$ cat config.mk
export PLATFORM = sky130hd
export DESIGN_NAME = mul_sched_arbiter
export DESIGN_NICKNAME = d
export VERILOG_FILES = /design/src/rtl/mul_sched_pkg.sv /design/src/rtl/shift_add_mul24.sv /design/src/rtl/mul_sched_arbiter.sv
export SDC_FILE = /design/constraint.sdc
export NUM_CORES = 1
export LEC_CHECK = 0
export CAP_MARGIN = 20
export CORE_MARGIN = 3
export CORE_UTILIZATION = 30
export DETAILED_ROUTE_END_ITERATION = 8
export HOLD_SLACK_MARGIN = 0.06
export PLACE_DENSITY = 0.51
export SLEW_MARGIN = 10
export SYNTH_ARGS = -nofsm -noshare
export SYNTH_HDL_FRONTEND = slang
export SYNTH_SLANG_ARGS = --single-unit
$ cat constraint.sdc
create_clock -name clk -period 6.3 [get_ports clk]
set_clock_uncertainty 0.05 [all_clocks]
set_input_delay 1.26 -clock clk [delete_from_list [all_inputs] [get_ports clk]]
set_output_delay 1.26 -clock clk [all_outputs]
set_load 0.005 [all_outputs]
$ cat src/rtl/mul_sched_pkg.sv
// Shared types, widths and helpers for the multiply/popcount scheduler.
package mul_sched_pkg;

  typedef enum logic [1:0] {
    IDLE  = 2'd0,
    MULT  = 2'd1,
    COUNT = 2'd2,
    RESP  = 2'd3
  } state_t;

  localparam int A_W_DEF   = 24;
  localparam int PROD_W    = 48;
  localparam int RES_W_DEF = 32;
  localparam int ONES_W    = 6;
  localparam int CNT_W     = 16;

  function automatic logic [ONES_W-1:0] popcount32(input logic [31:0] v);
    logic [ONES_W-1:0] n;
    n = '0;
    for (int i = 0; i < 32; i++) n = n + ONES_W'(v[i]);
    return n;
  endfunction

endpackage

$ cat src/rtl/shift_add_mul24.sv
// Iterative shift-and-add multiplier, one multiplier bit per cycle.
// MUL_SCHED_EARLY_TERM_EN: finish once the remaining multiplier bits are all zero.
module shift_add_mul24
  import mul_sched_pkg::*;
#(
  parameter int A_W = A_W_DEF,
  parameter int P_W = PROD_W
) (
  input  logic           clk,
  input  logic           reset,
  input  logic           start,
  input  logic [A_W-1:0] a1,
  input  logic [A_W-1:0] a2,
  output logic           done,
  output logic [P_W-1:0] product
);

  localparam int BC_W = $clog2(A_W + 1);

  logic [P_W-1:0]  a1_ext;
  logic [P_W-1:0]  acc;
  logic [A_W-1:0]  a2_sh;
  logic [BC_W-1:0] bitcnt;
  logic            running;

`ifdef MUL_SCHED_EARLY_TERM_EN
  assign done = running && (a2_sh == '0);
`else
  assign done = running && (bitcnt == BC_W'(A_W - 1));
`endif

  // NOTE: non-blocking assignments so every register samples pre-edge values.
  always_ff @(posedge clk) begin
    if (reset) begin
      a1_ext  <= '0;
      acc     <= '0;
      a2_sh   <= '0;
      bitcnt  <= '0;
      running <= 1'b0;
    end else if (start) begin
      a1_ext  <= P_W'(a1);
      a2_sh   <= a2;
      acc     <= '0;
      bitcnt  <= '0;
      running <= 1'b1;
    end else if (running) begin
      if (a2_sh[0]) acc <= acc + (a1_ext << bitcnt);
      a2_sh  <= a2_sh >> 1;
      bitcnt <= bitcnt + BC_W'(1);
      if (done) running <= 1'b0;
    end
  end

  assign product = acc;

endmodule

$ cat src/rtl/mul_sched_arbiter.sv
// Round-robin front end sharing one shift_add_mul24 between NUM_REQ requesters.
// MULT length depends on MUL_SCHED_EARLY_TERM_EN inside shift_add_mul24.
module mul_sched_arbiter
  import mul_sched_pkg::*;
#(
  parameter int NUM_REQ = 2,
  parameter int A_W     = A_W_DEF,
  parameter int RES_W   = RES_W_DEF
) (
  input  logic                   clk,
  input  logic                   reset,
  input  logic [NUM_REQ-1:0]     req_valid,
  output logic [NUM_REQ-1:0]     req_ready,
  input  logic [NUM_REQ*A_W-1:0] req_a1,
  input  logic [NUM_REQ*A_W-1:0] req_a2,
  output logic [NUM_REQ-1:0]     resp_valid,
  input  logic [NUM_REQ-1:0]     resp_ready,
  output logic [RES_W-1:0]       resp_result,
  output logic [ONES_W-1:0]      resp_ones,
  output logic                   resp_ovf,
  output logic                   busy,
  output logic [CNT_W-1:0]       op_count
);

  localparam int IDX_W = (NUM_REQ > 1) ? $clog2(NUM_REQ) : 1;
  localparam int P_W   = 2 * A_W;

  state_t           state, state_nx;
  logic [IDX_W-1:0] rr_ptr, rr_nx, gnt_idx, pick_idx, cand;
  logic             pick_found, start, mul_done, hs;
  logic [A_W-1:0]   a1_sel, a2_sel;
  logic [P_W-1:0]   product;
  logic [RES_W-1:0] res_q;
  logic [ONES_W-1:0] ones_q;
  logic             ovf_q;
  logic [CNT_W-1:0] op_count_q;

  // NOTE: every signal gets a default before the loop/case so no latch is inferred.
  always_comb begin
    pick_found = 1'b0;
    pick_idx   = '0;
    cand       = '0;
    for (int k = 0; k < NUM_REQ; k++) begin
      cand = IDX_W'((int'(rr_ptr) + k) % NUM_REQ);
      if (!pick_found && req_valid[cand]) begin
        pick_found = 1'b1;
        pick_idx   = cand;
      end
    end
  end

  assign rr_nx  = (pick_idx == IDX_W'(NUM_REQ - 1)) ? '0 : pick_idx + IDX_W'(1);
  assign start  = (state == IDLE) && pick_found;
  assign hs     = (state == RESP) && resp_ready[gnt_idx];
  assign a1_sel = req_a1[pick_idx*A_W +: A_W];
  assign a2_sel = req_a2[pick_idx*A_W +: A_W];

  always_comb begin
    state_nx = state;
    unique case (state)
      IDLE:    if (pick_found) state_nx = MULT;
      MULT:    if (mul_done)   state_nx = COUNT;
      COUNT:                   state_nx = RESP;
      RESP:    if (hs)         state_nx = IDLE;
      default:                 state_nx = IDLE;
    endcase
  end

  always_ff @(posedge clk) begin
    if (reset) begin
      state      <= IDLE;
      rr_ptr     <= '0;
      gnt_idx    <= '0;
      res_q      <= '0;
      ones_q     <= '0;
      ovf_q      <= 1'b0;
      op_count_q <= '0;
    end else begin
      state <= state_nx;
      if (start) begin
        gnt_idx <= pick_idx;
        rr_ptr  <= rr_nx;
      end
      if (state == COUNT) begin
        res_q  <= product[RES_W-1:0];
        ones_q <= popcount32(product[31:0]);
        ovf_q  <= |product[P_W-1:RES_W];
      end
      if (hs) op_count_q <= op_count_q + CNT_W'(1);
    end
  end

  shift_add_mul24 #(
    .A_W (A_W),
    .P_W (P_W)
  ) u_mul (
    .clk     (clk),
    .reset   (reset),
    .start   (start),
    .a1      (a1_sel),
    .a2      (a2_sel),
    .done    (mul_done),
    .product (product)
  );

  // Response fields read as zero outside RESP so idle buses carry no stale data.
  assign req_ready   = start ? (NUM_REQ'(1) << pick_idx) : '0;
  assign resp_valid  = (state == RESP) ? (NUM_REQ'(1) << gnt_idx) : '0;
  assign resp_result = (state == RESP) ? res_q  : '0;
  assign resp_ones   = (state == RESP) ? ones_q : '0;
  assign resp_ovf    = (state == RESP) ? ovf_q  : 1'b0;
  assign busy        = (state != IDLE);
  assign op_count    = op_count_q;

endmodule

==> results of run 1 <==
[per-layer routing]
layer	routed length, um	share of wire [%]	vias to the layer above	global-route usage [%]
met5	0	0	-	0
met4	544	1.5	0	4.22
met3	1810	5.1	33	2.93
met1	17300	49	4902	24.3
met2	15700	44	294	27.1
li1	-	-	5173	-
[kinds of logic (layout without fill, tap and decap cells)]
family	Yosys count	in the layout	share of synthesized area, %
mux	99	99	9.71
flops	161	161	28.3
simple gates	511	511	20.8
fa+ha+maj	85	85	11.0
compound gates	336	336	20.3
buf+inv	145	262	5.02
xor+xnor	64	64	4.91
[Yosys cell counts (all sizes together) (13+ instances only)]
| cell type | instances |
|---|---|
| dfxtp | 161 |
| nor2 | 160 |
| nand2 | 159 |
| a21oi | 92 |
| mux2i | 78 |
| o21ai | 73 |
| clkbuf | 68 |
| ha | 60 |
| inv | 49 |
| and2 | 47 |
| nor3 | 35 |
| xor2 | 33 |
| a222oi | 32 |
| nand2b | 32 |
| a21o | 31 |
| xnor2 | 31 |
| buf | 28 |
| fa | 25 |
| a211oi | 21 |
| a22oi | 20 |
| nand3 | 19 |
| nand4 | 18 |
| mux2 | 13 |
[layout make-up]
cell class              instances  area (um2)
flip-flops and latches        161        3220
well taps                     504         631
multi-input cells            1095        7630
clock inverters                10         125
inverters                      49         184
fillers                      3815       23000
repair buffers                181        1770
clock buffers                  22         474
[power by group through the flow]
stage                     logic, uW  clock network, uW  registers [uW]
after floorplan                1040                  0            1230
after global placement         1440                  0            1280
after detailed placement       1450                  0            1290
after CTS                      1450               1110            1260
after global routing           1600               1150            1280
final                          1450               1080            1260
[state kept, by name (all words and copies together) (netlist names)]
signal,cells
gnt_idx,1
ones_q,6
op_count,16
ovf_q,1
res_q,32
rr_ptr,1
state,2
u_mul.a1_ext,24
u_mul.a2_sh,24
u_mul.bitcnt,5
u_mul.product,48
u_mul.running,1
[tightest hold or removal path, cell delays in order (launching register included)]
cell,delay (ps)
dfxtp_1,320
nand2_1,60
nand2_1,40
[path summary, 6_finish.rpt]
path | start | end | slack (ps) | depth (start not counted)
worst max-delay path | u_mul.product[23]$_SDFFE_PP0P_ | ones_q[4]$_SDFFE_PP0P_ | 1360 | 17
worst min-delay path | u_mul.a1_ext[14]$_SDFFE_PP0P_ | u_mul.a1_ext[14]$_SDFFE_PP0P_ | 410 | 2
worst min register to register | u_mul.a1_ext[14]$_SDFFE_PP0P_ | u_mul.a1_ext[14]$_SDFFE_PP0P_ | 410 | 2
worst max register to register | u_mul.product[23]$_SDFFE_PP0P_ | ones_q[4]$_SDFFE_PP0P_ | 1360 | 17
[stage by stage]
stage	instances	utilization (%)	cell area, um2	hold WS (ps)	setup WS [ps]
after detailed placement	1988	36.2	13400	401	1310
final	2022	37.9	14000	409	1360
after floorplan	1401	-	11400	377	1580
after global routing	2022	37.9	14000	421	1030
after global placement	1987	36.2	13400	397	1350
after CTS	2020	37.8	14000	411	1300
==> flow_metrics.tcl, run 1 <==
set metrics [dict create \
    status "completed" \
    start_util_pct 30.8 \
    hold_viol_final 0 \
    worst-path-max-fanout 4 \
    post-route-period-util_pct 78.4 \
    slew_violations 0 \
    drtPass1Iterations 6 \
    netSwitchingFraction_pct 38.0 \
    ir_drop_mv 0.183 \
    final_common_cell "dfxtp_1" \
    critPathLaunchType "register" \
    crit_top_cell "fa_1" \
    drtIter0Drc 772 \
    max_freq_ghz 0.202 \
    clock_sinks 161 \
    antenna_cells 0 \
    synth_nets 1588 \
    port_buffers 161 \
    remaining_drc_errors 0 \
    ys_ff_latch 161 \
    clockRootBuffer "clkbuf_16" \
    synth_cells 1401 \
    htree_num_levels 4 \
    synth_seq_area_share_pct 28.3 \
    cellLeakagePower_uw 0.00537 \
    hold_path_class "reg2reg" \
    synth.top_cell.area_share_pct 28.3 \
    clk_path_buf_depth 2 \
    place_congestion 0.905 \
    fin_crit_ps 4940 \
    core_um2 37000 \
    criticalPathCategory "reg2reg" \
    hpwl_um 26900 \
    p_clk_share_pct 28.4 \
    cp_data_arrival_time_ps 5200 \
    power_density_nw_per_um2 270 \
    crit_chain "inv_1 > fa_1 > fa_1 > inv_1 > fa_1 > inv_1 > fa_1 > fa_1 > fa_1 > inv_1 > ha_1 > fa_1 > a21o_1 > a21oi_1 > xnor2_1 > mux2i_1 > nor2_1" \
    grt_overflow 0 \
    synth_warnings 0 \
    drive_gt1_share_pct 7.18 \
    cp-end-kind "register" \
    path_clk_slew_ps 70 \
    wirelength_um 35400 \
    fin_setup_tns_ps 0 \
    fp.dieH_um 201 \
    cts_resized 0 \
    yosysTopAreaCell "dfxtp_1" \
    dieArea_um2 40400 \
    required_ps 6560 \
    syn_to_final_growth_pct 23.0 \
    grt_setup_unrepaired "no" \
    worstMarginPinSlew_ps 1120 \
    crit_family "adder cells" \
    p_sw_uw 1440 \
    cts_tree "done" \
    power_uw 3790 \
    synth_cell_type_count 72 \
    syn_area_um2 11400 \
    ios 162 \
    mostFrequentLayoutCells "dfxtp_1 (161), clkdlybuf4s50_1 (160), nand2_1 (159), nor2_1 (159), a21oi_1 (86)" \
    max_stage_delay_ps 510 \
    grt_pass1_wl_um 56000 \
    layout.nets 1692 \
    setup_viol 0 \
    max_slew_margin_pct 25.4 \
    post_cts_buffers 0 \
    synth_edf_count 0 \
    rows 70 \
    slowest_stage "fa_1" \
    maxCapViolCount 0 \
    ys.flop_type "dfxtp_1" \
    wire_per_inst_um 17.5 \
    syn_area_per_cell_um2 8.14 \
    cts_hold_buffers 0 \
    pwr-share-seq_pct 33.3 \
    yosys-top-cells-area "dfxtp_1 (28%), mux2i_1 (6.8%), ha_1 (6.6%), nor2_1 (5.3%), nand2_1 (5.2%)" \
    antenna_found_initial 0 \
    dr_total_vias 10400 \
    grt_pass1_vias 10100 \
    cts_buffers 17 \
    synthArstFlopShare_pct 0 \
    grtUsageTotal_pct 17.1 \
    comb_power_share_pct 38.3 \
    crit_buf_inv 4 \
    via_per_inst 5.14 \
    fp.dieW_um 201 \
    clk-insertion-delay-late_ps 440 \
    internal_power_uw 2350 \
    drtAntennaViolNets 0 \
    grt_max_degree 51 \
]
(Power assumes the default switching activity.)
==> run 2, diff against run 1 <==
- clock period: 6.3 -> 5.1 ns (I/O delays scaled with it)
==> run 2 against run 1 <==
Non-clock buffer count grew 16. First-iteration DRC count fell by 4.9%. Via count is 0.60% higher. Clock power is 23% higher. Combinational power is 25% higher. Flip-flop and latch count is the same. Global-route usage increased by 0.39 points. Register-to-register slack got worse by 1100 ps. Design area is 0.78% higher. Critical path depth is the same. Die area unchanged. Largest power group unchanged.
==> flow_metrics.tcl, run 2 (same netlist as run 1, synthesis figures left out) <==
set metrics [dict create \
    rr_worst_depth 17 \
    clock_sinks 161 \
    wl_met2_um 16400 \
    via_per_inst 5.13 \
    ir_drop_mv 0.237 \
    place_congestion 0.911 \
    dr_total_vias 10500 \
    ios 162 \
    crit_chain "fa_1 > inv_1 > fa_1 > inv_1 > fa_1 > inv_1 > fa_1 > fa_1 > fa_1 > inv_1 > ha_1 > fa_2 > a21o_1 > a21oi_2 > xnor2_1 > mux2i_1 > nor2_1" \
    slew_violations 0 \
    top_layer_used "met4" \
    port_buffers 161 \
    drive_gt1_share_pct 8.34 \
    power_density_nw_per_um2 332 \
    power_uw 4690 \
    fin_crit_ps 4860 \
    largest_reg_flops 48 \
    mostFrequentLayoutCells "nor2_1 (160), clkdlybuf4s50_1 (160), nand2_1 (159), dfxtp_1 (159), a21oi_1 (85)" \
    grt_overflow 0 \
    critPathLaunchType "register" \
    maxCapViolCount 0 \
    hold_path_class "reg2reg" \
    cellLeakagePower_uw 0.00546 \
    grt_max_degree 64 \
    core_um2 37000 \
    hpwl_um 27200 \
    required_ps 5420 \
    grtUsageTotal_pct 17.5 \
    remaining_drc_errors 0 \
    cts_hold_buffers 0 \
    postLayoutCoreUtil_pct 38.2 \
    dieArea_um2 40400 \
    cts_buffers 17 \
    start_util_pct 30.8 \
    wirelength_um 35700 \
    stdcell_area_um2 14100 \
    drtAntennaViolNets 0 \
    crit_top_cell "fa_1" \
    grt_pass1_wl_um 57100 \
    clk_path_buf_depth 2 \
    worst-path-max-fanout 4 \
    drtIter0Drc 734 \
    rows 70 \
    clk-insertion-delay-late_ps 450 \
    max_stage_delay_ps 540 \
    wire_per_inst_um 17.5 \
    antenna_found_initial 0 \
    path_clk_slew_ps 60 \
    antenna_cells 0 \
    place_area_um2 13500 \
    drtPass1Iterations 9 \
    hold_viol_final 0 \
    max_freq_ghz 0.206 \
    fin_setup_tns_ps 0 \
    fp.dieH_um 201 \
    fillers 3834 \
    syn_to_final_growth_pct 24.0 \
    criticalPathCategory "reg2reg" \
    htree_num_levels 4 \
    wl_met1_um 17100 \
    slowest_stage "fa_1" \
    fp.dieW_um 201 \
    cts_tree "done" \
    clockRootBuffer "clkbuf_16" \
    post-route-period-util_pct 95.2 \
    cp-end-kind "register" \
    worstMarginPinSlew_ps 996 \
    max_slew_margin_pct 33.6 \
    grt_setup_unrepaired "no" \
    setup_viol 0 \
    whs_path_depth 2 \
    layout.nets 1708 \
    cp_data_arrival_time_ps 5180 \
    status "completed" \
    grt_pass1_vias 10300 \
    wl_met3_um 1690 \
]
run 2: changes by cell type in the layout (fill, tap and decap cells not counted), moves of 2 or more:
cell,change
dfxtp_1,-2
buf_4,+17
clkinvlp_4,-2
clkinv_2,+2
dfxtp_2,+2
run 2: layer usage:
metal / track usage, % / vias up
li1: - / 5198
met1: 24.1 / 4975
met2: 28.6 / 262
met3: 2.90 / 29
met4: 4.49 / 0
met5: 0 / -
run 2: final cells by class:
| class | instances | area, um2 | share of cell area (%) |
|---|---|---|---|
| multi-input cells | 1095 | 7630 | 54.0 |
| flip-flops and latches | 161 | 3230 | 22.8 |
| repair buffers | 197 | 1880 | 13.3 |
| well taps | 504 | 631 | 4.46 |
| clock buffers | 21 | 460 | 3.26 |
| inverters | 49 | 184 | 1.30 |
| clock inverters | 11 | 129 | 0.911 |
run 2: final timing paths:
path,startpoint,endpoint,slack (ps)
worst max-delay path,u_mul.product[17]$_SDFFE_PP0P_,ones_q[4]$_SDFFE_PP0P_,240
worst min-delay path,u_mul.a1_ext[14]$_SDFFE_PP0P_,u_mul.a1_ext[14]$_SDFFE_PP0P_,410
worst max register to register,u_mul.product[17]$_SDFFE_PP0P_,ones_q[4]$_SDFFE_PP0P_,240
worst min register to register,u_mul.a1_ext[14]$_SDFFE_PP0P_,u_mul.a1_ext[14]$_SDFFE_PP0P_,410
run 2: per-stage QoR:
step | instances | setup slack [ps] | hold WS (ps)
after floorplan | 1401 | 381 | 377
after global placement | 2005 | 200 | 398
after detailed placement | 2006 | 158 | 401
after CTS | 2038 | 140 | 409
after global routing | 2038 | 43.1 | 433
final | 2038 | 244 | 410
run 2: power by group:
part           total, uW  internal (uW)  switching (uW)
registers           1550           1420             132
logic               1810            729            1080
clock network       1330            751             579
run 2: timing repair:
action	CTS	global route
setup buffers	0	0
endpoints found under the setup margin	0	1
resized for setup	0	4
run 2: worst max-delay path, delay by kind of cell (launching register included):
kind,cells,cell delay [ps]
fa+ha+maj,8,3520
flops,1,350
mux,1,90
xor+xnor,1,140
simple gates,1,110
buf+inv,4,210
compound gates,2,340
